File: src/rtl/ecall_pkg.sv
// Shared definitions for the ecall responder: FSM state encoding, default
// service codes and the ASCII constants used to render hex digits.
package ecall_pkg;

    typedef enum logic [2:0] {
        IDLE   = 3'd0,
        SEND   = 3'd1,
        NL     = 3'd2,
        DONE   = 3'd3,
        HALTED = 3'd4
    } ecall_state_t;

    localparam logic [31:0] SVC_PRINT_INT_DEF  = 32'd1;
    localparam logic [31:0] SVC_EXIT_DEF       = 32'd10;
    localparam logic [31:0] SVC_PRINT_CHAR_DEF = 32'd11;

    localparam logic [7:0] ASCII_ZERO       = 8'h30;
    localparam logic [7:0] ASCII_ALPHA_BIAS = 8'h37;
    localparam logic [7:0] ASCII_LF         = 8'h0A;

    localparam logic [2:0] LAST_HEX_IDX = 3'd7;

endpackage

File: src/rtl/ecall_responder_hex_ascii_nibble.sv
// Combinational 4-bit to uppercase hex ASCII converter, shared with the
// display path.
module hex_ascii_nibble
    import ecall_pkg::*;
(
    input  logic [3:0] nibble,
    output logic [7:0] ascii
);

    assign ascii = (nibble < 4'd10) ? (ASCII_ZERO + {4'h0, nibble})
                                    : (ASCII_ALPHA_BIAS + {4'h0, nibble});

endmodule

File: src/rtl/ecall_responder.sv
// Services EX-stage environment calls: print hex, print char, halt, or count
// unknown codes. Build with ECALL_NEWLINE_EN to append a newline to hex prints.
module ecall_responder
    import ecall_pkg::*;
#(
    parameter logic [31:0] SVC_PRINT_INT  = SVC_PRINT_INT_DEF,
    parameter logic [31:0] SVC_EXIT       = SVC_EXIT_DEF,
    parameter logic [31:0] SVC_PRINT_CHAR = SVC_PRINT_CHAR_DEF,
    parameter int          CNT_BITS       = 8
) (
    input  logic                Clock,
    input  logic                Reset,
    input  logic                ClockEnable,
    input  logic                ecall,
    input  logic [31:0]         a7,
    input  logic [31:0]         a0,
    input  logic                out_ready,
    output logic                out_valid,
    output logic [7:0]          out_data,
    output logic                Stall,
    output logic                Halt,
    output logic                ecall_done,
    output logic [CNT_BITS-1:0] unknown_cnt,
    output logic [2:0]          dbg_state
);

    // Sink handshake: a byte moves on a rising edge where out_valid,
    // out_ready and ClockEnable are all 1; out_valid and out_data hold until then.

    ecall_state_t        state_q, state_d;
    logic [31:0]         code_q, code_d;
    logic [31:0]         arg_q, arg_d;
    logic [2:0]          idx_q, idx_d;
    logic [CNT_BITS-1:0] cnt_q, cnt_d;
    logic                halt_entry_q, halt_entry_d;

    logic                stall_c;
    logic                is_char;
    logic                last_byte;
    logic [3:0]          nibble;
    logic [7:0]          hex_char;

    assign is_char   = (code_q == SVC_PRINT_CHAR);
    assign last_byte = is_char || (idx_q == LAST_HEX_IDX);
    // Most significant nibble first: idx 0 selects arg[31:28].
    assign nibble    = arg_q[(5'd28 - {idx_q, 2'b00}) +: 4];

    hex_ascii_nibble u_hex (
        .nibble (nibble),
        .ascii  (hex_char)
    );

    always_comb begin
        state_d      = state_q;
        code_d       = code_q;
        arg_d        = arg_q;
        idx_d        = idx_q;
        cnt_d        = cnt_q;
        halt_entry_d = 1'b0;
        stall_c      = 1'b0;
        out_valid    = 1'b0;
        out_data     = 8'h00;
        Halt         = 1'b0;
        ecall_done   = 1'b0;

        case (state_q)
            IDLE: begin
                stall_c = ecall;
                if (ecall) begin
                    code_d = a7;
                    arg_d  = a0;
                    idx_d  = 3'd0;
                    if (a7 == SVC_PRINT_INT || a7 == SVC_PRINT_CHAR) begin
                        state_d = SEND;
                    end else if (a7 == SVC_EXIT) begin
                        state_d      = HALTED;
                        halt_entry_d = 1'b1;
                    end else begin
                        state_d = DONE;
                        if (cnt_q != '1) begin
                            cnt_d = cnt_q + 1'b1;
                        end
                    end
                end
            end

            SEND: begin
                stall_c   = 1'b1;
                out_valid = 1'b1;
                out_data  = is_char ? arg_q[7:0] : hex_char;
                if (out_ready) begin
                    idx_d = idx_q + 3'd1;
                    if (last_byte) begin
`ifdef ECALL_NEWLINE_EN
                        state_d = is_char ? DONE : NL;
`else
                        state_d = DONE;
`endif
                    end
                end
            end

`ifdef ECALL_NEWLINE_EN
            NL: begin
                stall_c   = 1'b1;
                out_valid = 1'b1;
                out_data  = ASCII_LF;
                if (out_ready) begin
                    state_d = DONE;
                end
            end
`endif

            // One unstalled cycle lets the pipeline retire the ecall; the
            // flag still present here must not start a second service.
            DONE: begin
                ecall_done = 1'b1;
                state_d    = IDLE;
            end

            HALTED: begin
                stall_c    = 1'b1;
                Halt       = 1'b1;
                ecall_done = halt_entry_q;
            end

            default: begin
                state_d = IDLE;
            end
        endcase
    end

    // The IDLE stall term follows ecall combinationally, so hold it low in reset.
    assign Stall       = Reset & stall_c;
    assign unknown_cnt = cnt_q;
    assign dbg_state   = state_q;

    always_ff @(posedge Clock or negedge Reset) begin
        if (!Reset) begin
            state_q      <= IDLE;
            code_q       <= '0;
            arg_q        <= '0;
            idx_q        <= '0;
            cnt_q        <= '0;
            halt_entry_q <= 1'b0;
        end else if (ClockEnable) begin
            state_q      <= state_d;
            code_q       <= code_d;
            arg_q        <= arg_d;
            idx_q        <= idx_d;
            cnt_q        <= cnt_d;
            halt_entry_q <= halt_entry_d;
        end
    end

endmodule

File: config.mk
export PLATFORM = sky130hd
export DESIGN_NAME = ecall_responder
export DESIGN_NICKNAME = d
export VERILOG_FILES = /design/src/rtl/ecall_pkg.sv /design/src/rtl/ecall_responder_hex_ascii_nibble.sv /design/src/rtl/ecall_responder.sv
export SDC_FILE = /design/constraint.sdc
export NUM_CORES = 1
export LEC_CHECK = 0
export BUFFER_PORTS_ARGS = -buffer_cell sky130_fd_sc_hd__clkbuf_2
export CAP_MARGIN = 20
export CORE_MARGIN = 2
export CORE_UTILIZATION = 40
export CTS_BUF_LIST = sky130_fd_sc_hd__clkbuf_8
export CTS_CLUSTER_SIZE = 14
export DETAILED_ROUTE_END_ITERATION = 10
export PLACE_DENSITY = 0.73
export REMOVE_ABC_BUFFERS = 1
export SYNTH_ARGS = -nofsm -noshare
export SYNTH_HDL_FRONTEND = slang
export SYNTH_SLANG_ARGS = --single-unit
File: constraint.sdc
create_clock -name Clock -period 6.36 [get_ports Clock]
set_input_delay 0.318 -clock Clock [delete_from_list [all_inputs] [get_ports Clock]]
set_output_delay 0.318 -clock Clock [all_outputs]
set_load 0.01 [all_outputs]
### After elaboration in Yosys (flattened, before gate mapping)

Index checks and enable logic that the tools add are counted.

| storage, ports and cells | value |
|---|---|
| memories | 0 |
| word-level logic and storage cells | 58 |
| RAM bits | 0 |
| register bits after elaboration | 79 |
| memory bits (read-only) | 0 |
| bits in latches | 0 |

| cells by class | value |
|---|---|
| div/mod/pow operators | 0 |
| multipliers | 0 |
| bitwise logic cells | 4 |
| equality and inequality tests | 12 |
| reduce and logical (&&, ||, !) cells | 9 |
| $add $sub $neg | 5 |
| shifts and indexed selects | 1 |
| multiplexer cells | 20 |
| magnitude comparators | 1 |

Operator list:

| kind | number |
|---|---|
| equality test 32 x 4 -> 1 bit (second input constant) | 3 |
| equality test 32 x 1 -> 1 bit (second input constant) | 1 |
| variable part select 32 x 6 -> 4 bit | 1 |
| 2-to-1 mux 8 bit | 3 |
| 2-to-1 mux 3 bit | 7 |
| adder 6 x 4 -> 7 bit (first input constant) | 2 |
| one-hot mux 3 bit (3 select lines) | 1 |
| adder 8 x 1 -> 8 bit (second input constant) | 1 |
| != test 8 bit (second input constant) | 1 |
| equality test 3 bit (second input constant) | 2 |
| 2-to-1 mux 1 bit | 6 |
| != test 2 bit (second input constant) | 3 |
| one-hot mux 3 bit (2 select lines) | 1 |
| AND reduction 6 bit | 1 |
| AND reduction 5 bit | 1 |
| subtractor 5 bit (first input constant) | 1 |
| < comparator 4 bit (second input constant) | 1 |
| one-hot mux 1 bit (2 select lines) | 2 |
| AND reduction 4 bit | 1 |
| adder 3 x 1 -> 3 bit (second input constant) | 1 |
| equality test 3 x 1 -> 1 bit (second input constant) | 1 |
| equality test 3 x 2 -> 1 bit (second input constant) | 1 |
| logical NOT 3 bit | 1 |
| inverter 1 bit | 3 |
| 5 further kinds | 6 |

### Longest topological paths before layout

| depth | value |
|---|---|
| depth in word-level cells | 6 |
| gate-level depth with buffers | 8 |
| depth with buffers taken out | 7 |

### Cells and area by module

From an unflattened synthesis, not the netlist that was laid out.

| unflattened totals | value |
|---|---|
| cell total of the unflattened synthesis | 283 |
| area total of the unflattened synthesis | 3858.7 sq um |

By module, submodules not included:

| module | times used | area an instance (sq um) | cells each | sequential area each (sq um) |
|---|---|---|---|---|
| ecall_responder | 1 | 3753.6 | 267 | 1976.9 |
| hex_ascii_nibble | 1 | 105.1 | 16 | 0.0 |

### Worst setup path after synthesis

Ideal clock, no wire load.

| timing | value |
|---|---|
| path type | register to output |
| from | reg idx_q[0] |
| to | out out_data[2] |
| setup slack | 3906 ps |
| data required time | 6042 ps |
| cell stages (with the launch flop) | 9 |
| arrival | 2136 ps |
| cell sequence | dfrtp_1 buf_6 mux4_2 mux2_4 inv_2 ha_1 a31oi_1 a311o_1 a21oi_1 |

| between the ends | value |
|---|---|
| cells in the longest elaborated chain, start to end | 6 |

RTL lines:

| element | line | RTL |
|---|---|---|
| start: declaration | ecall_responder.sv:33 | `logic [2:0] idx_q, idx_d;` |
| start signal: assignment | ecall_responder.sv:150 | `idx_q <= idx_d;` |
| subtractor 5 bit * | ecall_responder.sv:46 | `assign nibble = arg_q[(5'd28 - {idx_q, 2'b00}) +: 4];` |
| variable part select 32 x 6 -> 4 bit * | ecall_responder.sv:46 |  |
| adder 6 x 4 -> 7 bit (tied with other cells) | ecall_responder_hex_ascii_nibble.sv:11 | `: (ASCII_ALPHA_BIAS + {4'h0, nibble});` |
| 2-to-1 mux 8 bit * | ecall_responder_hex_ascii_nibble.sv:10 | `assign ascii = (nibble < 4'd10) ? (ASCII_ZERO + {4'h0, nibble})` |
| 2-to-1 mux 8 bit * | ecall_responder.sv:90 | `out_data = is_char ? arg_q[7:0] : hex_char;` |
| 2-to-1 mux 8 bit * | ecall_responder.sv:66 | `case (state_q)` |
| end: declaration | ecall_responder.sv:19 | `output logic [7:0] out_data,` |

Mark *: on every way between the ends. The rest lies on a longest branch, timed or not.

### Final worst setup path

Same ends and word-level chain as after synthesis.

==> metrics.cfg <==
[clock_network]
post_cts_resized=0
cts_root_buf=clkbuf_8
cts_tree=done
cts.htree.levels=3
cts.sinks=79
clkSlewWorstSetupHoldPaths_ns=0.08
cts.path.max_buffers=2
insertion_delay_ns=0.34
cts_buffers=9

[die]
start_util=0.412
rows=35
io_pins=92
dieWidth_um=101
core_um2=9200
dieHeight_um=101
dieArea_um2=10300

[final_layout]
final_util=0.498
fillCellCount=846
nNetsFinal=515
seq_area_um2=1980
layout_commonest_cell=nand2_1
multi_input_area_um2=1700
final_cell_mix=nand2_1, clkbuf_2, dfrtp_1
drive_above_1_share=0.349
antenna_cells=0
fin_area_um2=4580
layout.cells.non_filler=558
syn_to_final_growth_pct=20.8

[global_routing]
grtUsageTotal=0.175
grt_pass1_vias=2949
grt_max_degree=81
overflow=0
grt_pass1_wl_mm=14.0
antenna_found_initial=0

[worst_setup_path]
critPathTopFamily=multiplexers
slowest_stage=dfrtp_1
path_depth=8
max_stage_delay_ns=0.68
crit_fanout=10
r2r_cells=6
arrival_ns=2.96
cp-start-kind=register
crit_start=idx_q[0]
worstPathCellList=mux4_2 -> mux2_4 -> inv_2 -> ha_1 -> a31oi_1 -> a311o_1 -> a21oi_1 -> clkbuf_2
end_kind=output port
r2r_slack_ns=3.81
critical_path_class=reg -> out
regToRegEndpoint=unknown_cnt[7]
crit_path_end=out_data[2]
required_ns=6.04
reg2reg_from=dbg_state[1]
worstPathBufferInverterCount=2

[run]
maxCapViolations=0

[placement]
hpwl_mm=6.28
dp_slack_ns=3.45
place_congestion=0.783
io_buffers=91
dp_cells=540
place_area_um2=4320

[timing]
finalSetupTns_ns=0
fin_skew_ns=0.00776
max_clock_freq_ghz=0.305
setup_ws_ns=3.08
fin_crit_ns=3.28
drv_slew=0
worst_pin_slew_ns=0.674
maxSlewHeadroom=0.551
hold_viol=0
min_period_over_period=0.516
rsz0062_at_grt=no
setup_viol=0

[power_and_ir_drop]
ir_worst_vdd_uv=176
leakagePower_uw=0.00231
p_per_area_nw_per_um2=461

[routing]
wl_mm=8.59
vias=2874
drtIter0Drc=94
avgViaCountPerCell=5.15
dr.pass1.iters=4
ant_nets=0
wire_per_inst_um=15.4
drcViolationCount=0

[worst_hold_path]
min_path_type=in -> reg

[yosys]
yosys.area.top_type_share=0.522
synth_edf_count=0
async_flop_share=1.00
synth_area_leaders=dfrtp_1, mux2_2, nand2_1
syn_area_per_cell_um2=10.8
synth_flop_cell=dfrtp_1
ys_seq_area_frac=0.522
ys_types=45
syn-instance-count=350
ys_warn_count=0
synth_top_area_cell=dfrtp_1
synth_area_um2=3790
synth_seq_cells=79

[run_status]
status=completed

report_power, final:
| part | total [uW] | switching, uW | internal, uW | leakage [uW] |
|---|---|---|---|---|
| sequential | 916 | 183 | 733 | 0.000983 |
| clock | 408 | 186 | 222 | 0.000111 |
| combinational | 787 | 378 | 409 | 0.00121 |
cells by family (layout without fill, tap and decap cells):
logic type,count (synthesis),count (layout),share of synthesized area
flops,79,79,0.522
xor+xnor,5,5,0.0116
fa+ha+maj,4,4,0.0132
mux,49,49,0.174
compound gates,28,28,0.0568
simple gates,164,164,0.193
buf+inv,21,118,0.0294
worst min path at each step:
stage	startpoint	end	depth (start not counted)
after global routing	a0[19]	arg_q[19]	3
after detailed placement	arg_q[28]	arg_q[28]	2
after CTS	a0[17]	arg_q[17]	3
after floorplan	Reset	arg_q[0]	0
after global placement	arg_q[19]	arg_q[19]	2
final	a0[17]	arg_q[17]	3
through the flow:
stage	hold slack (ns)	total power, uW
floorplan	0.0224	1440
global placement	0.455	1660
detailed placement	0.459	1710
CTS	0.144	2130
global route	0.165	2260
finish	0.158	2110
worst register-to-register path, stage by stage, from the launching register on:
cell     delay (ns)
dfrtp_1        0.46
nor2_1         0.31
and3_2         0.24
buf_4          0.54
o31ai_2        0.29
nor3_1         0.26
mux2_2         0.35
flip-flops by register name (all words and copies together), names as in the netlist:
register      cells
arg_q            32
code_q           32
unknown_cnt       8
dbg_state         3
idx_q             3
halt_entry_q      1
Yosys cell counts, drive strengths merged, types with 2 or more instances:
cell / n
nand4: 4
a22o: 3
a21oi: 4
xor2: 4
nand2b: 4
clkbuf: 6
inv: 7
nor2b: 2
buf: 8
nor3: 9
a21o: 3
ha: 4
nor2: 9
o21ai: 6
nand3: 5
nor4b: 2
mux2: 38
and3: 6
nor4: 14
dfrtp: 79
nand2: 106
mux4: 8
o211a: 2
mux2i: 3
metal layers:
| layer | up-vias | share of wire | wire (um) | global-route usage |
|---|---|---|---|---|
| li1 | 1408 | - | - | - |
| met1 | 1391 | 0.46 | 3960 | 0.238 |
| met2 | 63 | 0.49 | 4190 | 0.278 |
| met3 | 12 | 0.035 | 301 | 0.0338 |
| met4 | 0 | 0.015 | 130 | 0.0676 |
| met5 | - | 0 | 0 | 0 |
final cells by class:
class	instances	share of cell area
clock inverter	7	0.0213
sequential	79	0.432
timing repair buffer	95	0.112
tap	111	0.0303
inverter	7	0.00574
multi-input combinational	250	0.372
clock buffer	9	0.0271
what timing repair did:
item / 4_1_cts / 5_1_grt
hold buffers: 0 / 1
hold endpoints to repair: 0 / 30
setup buffers: 0 / 0
No activity file was read; power rests on OpenSTA's default activity.
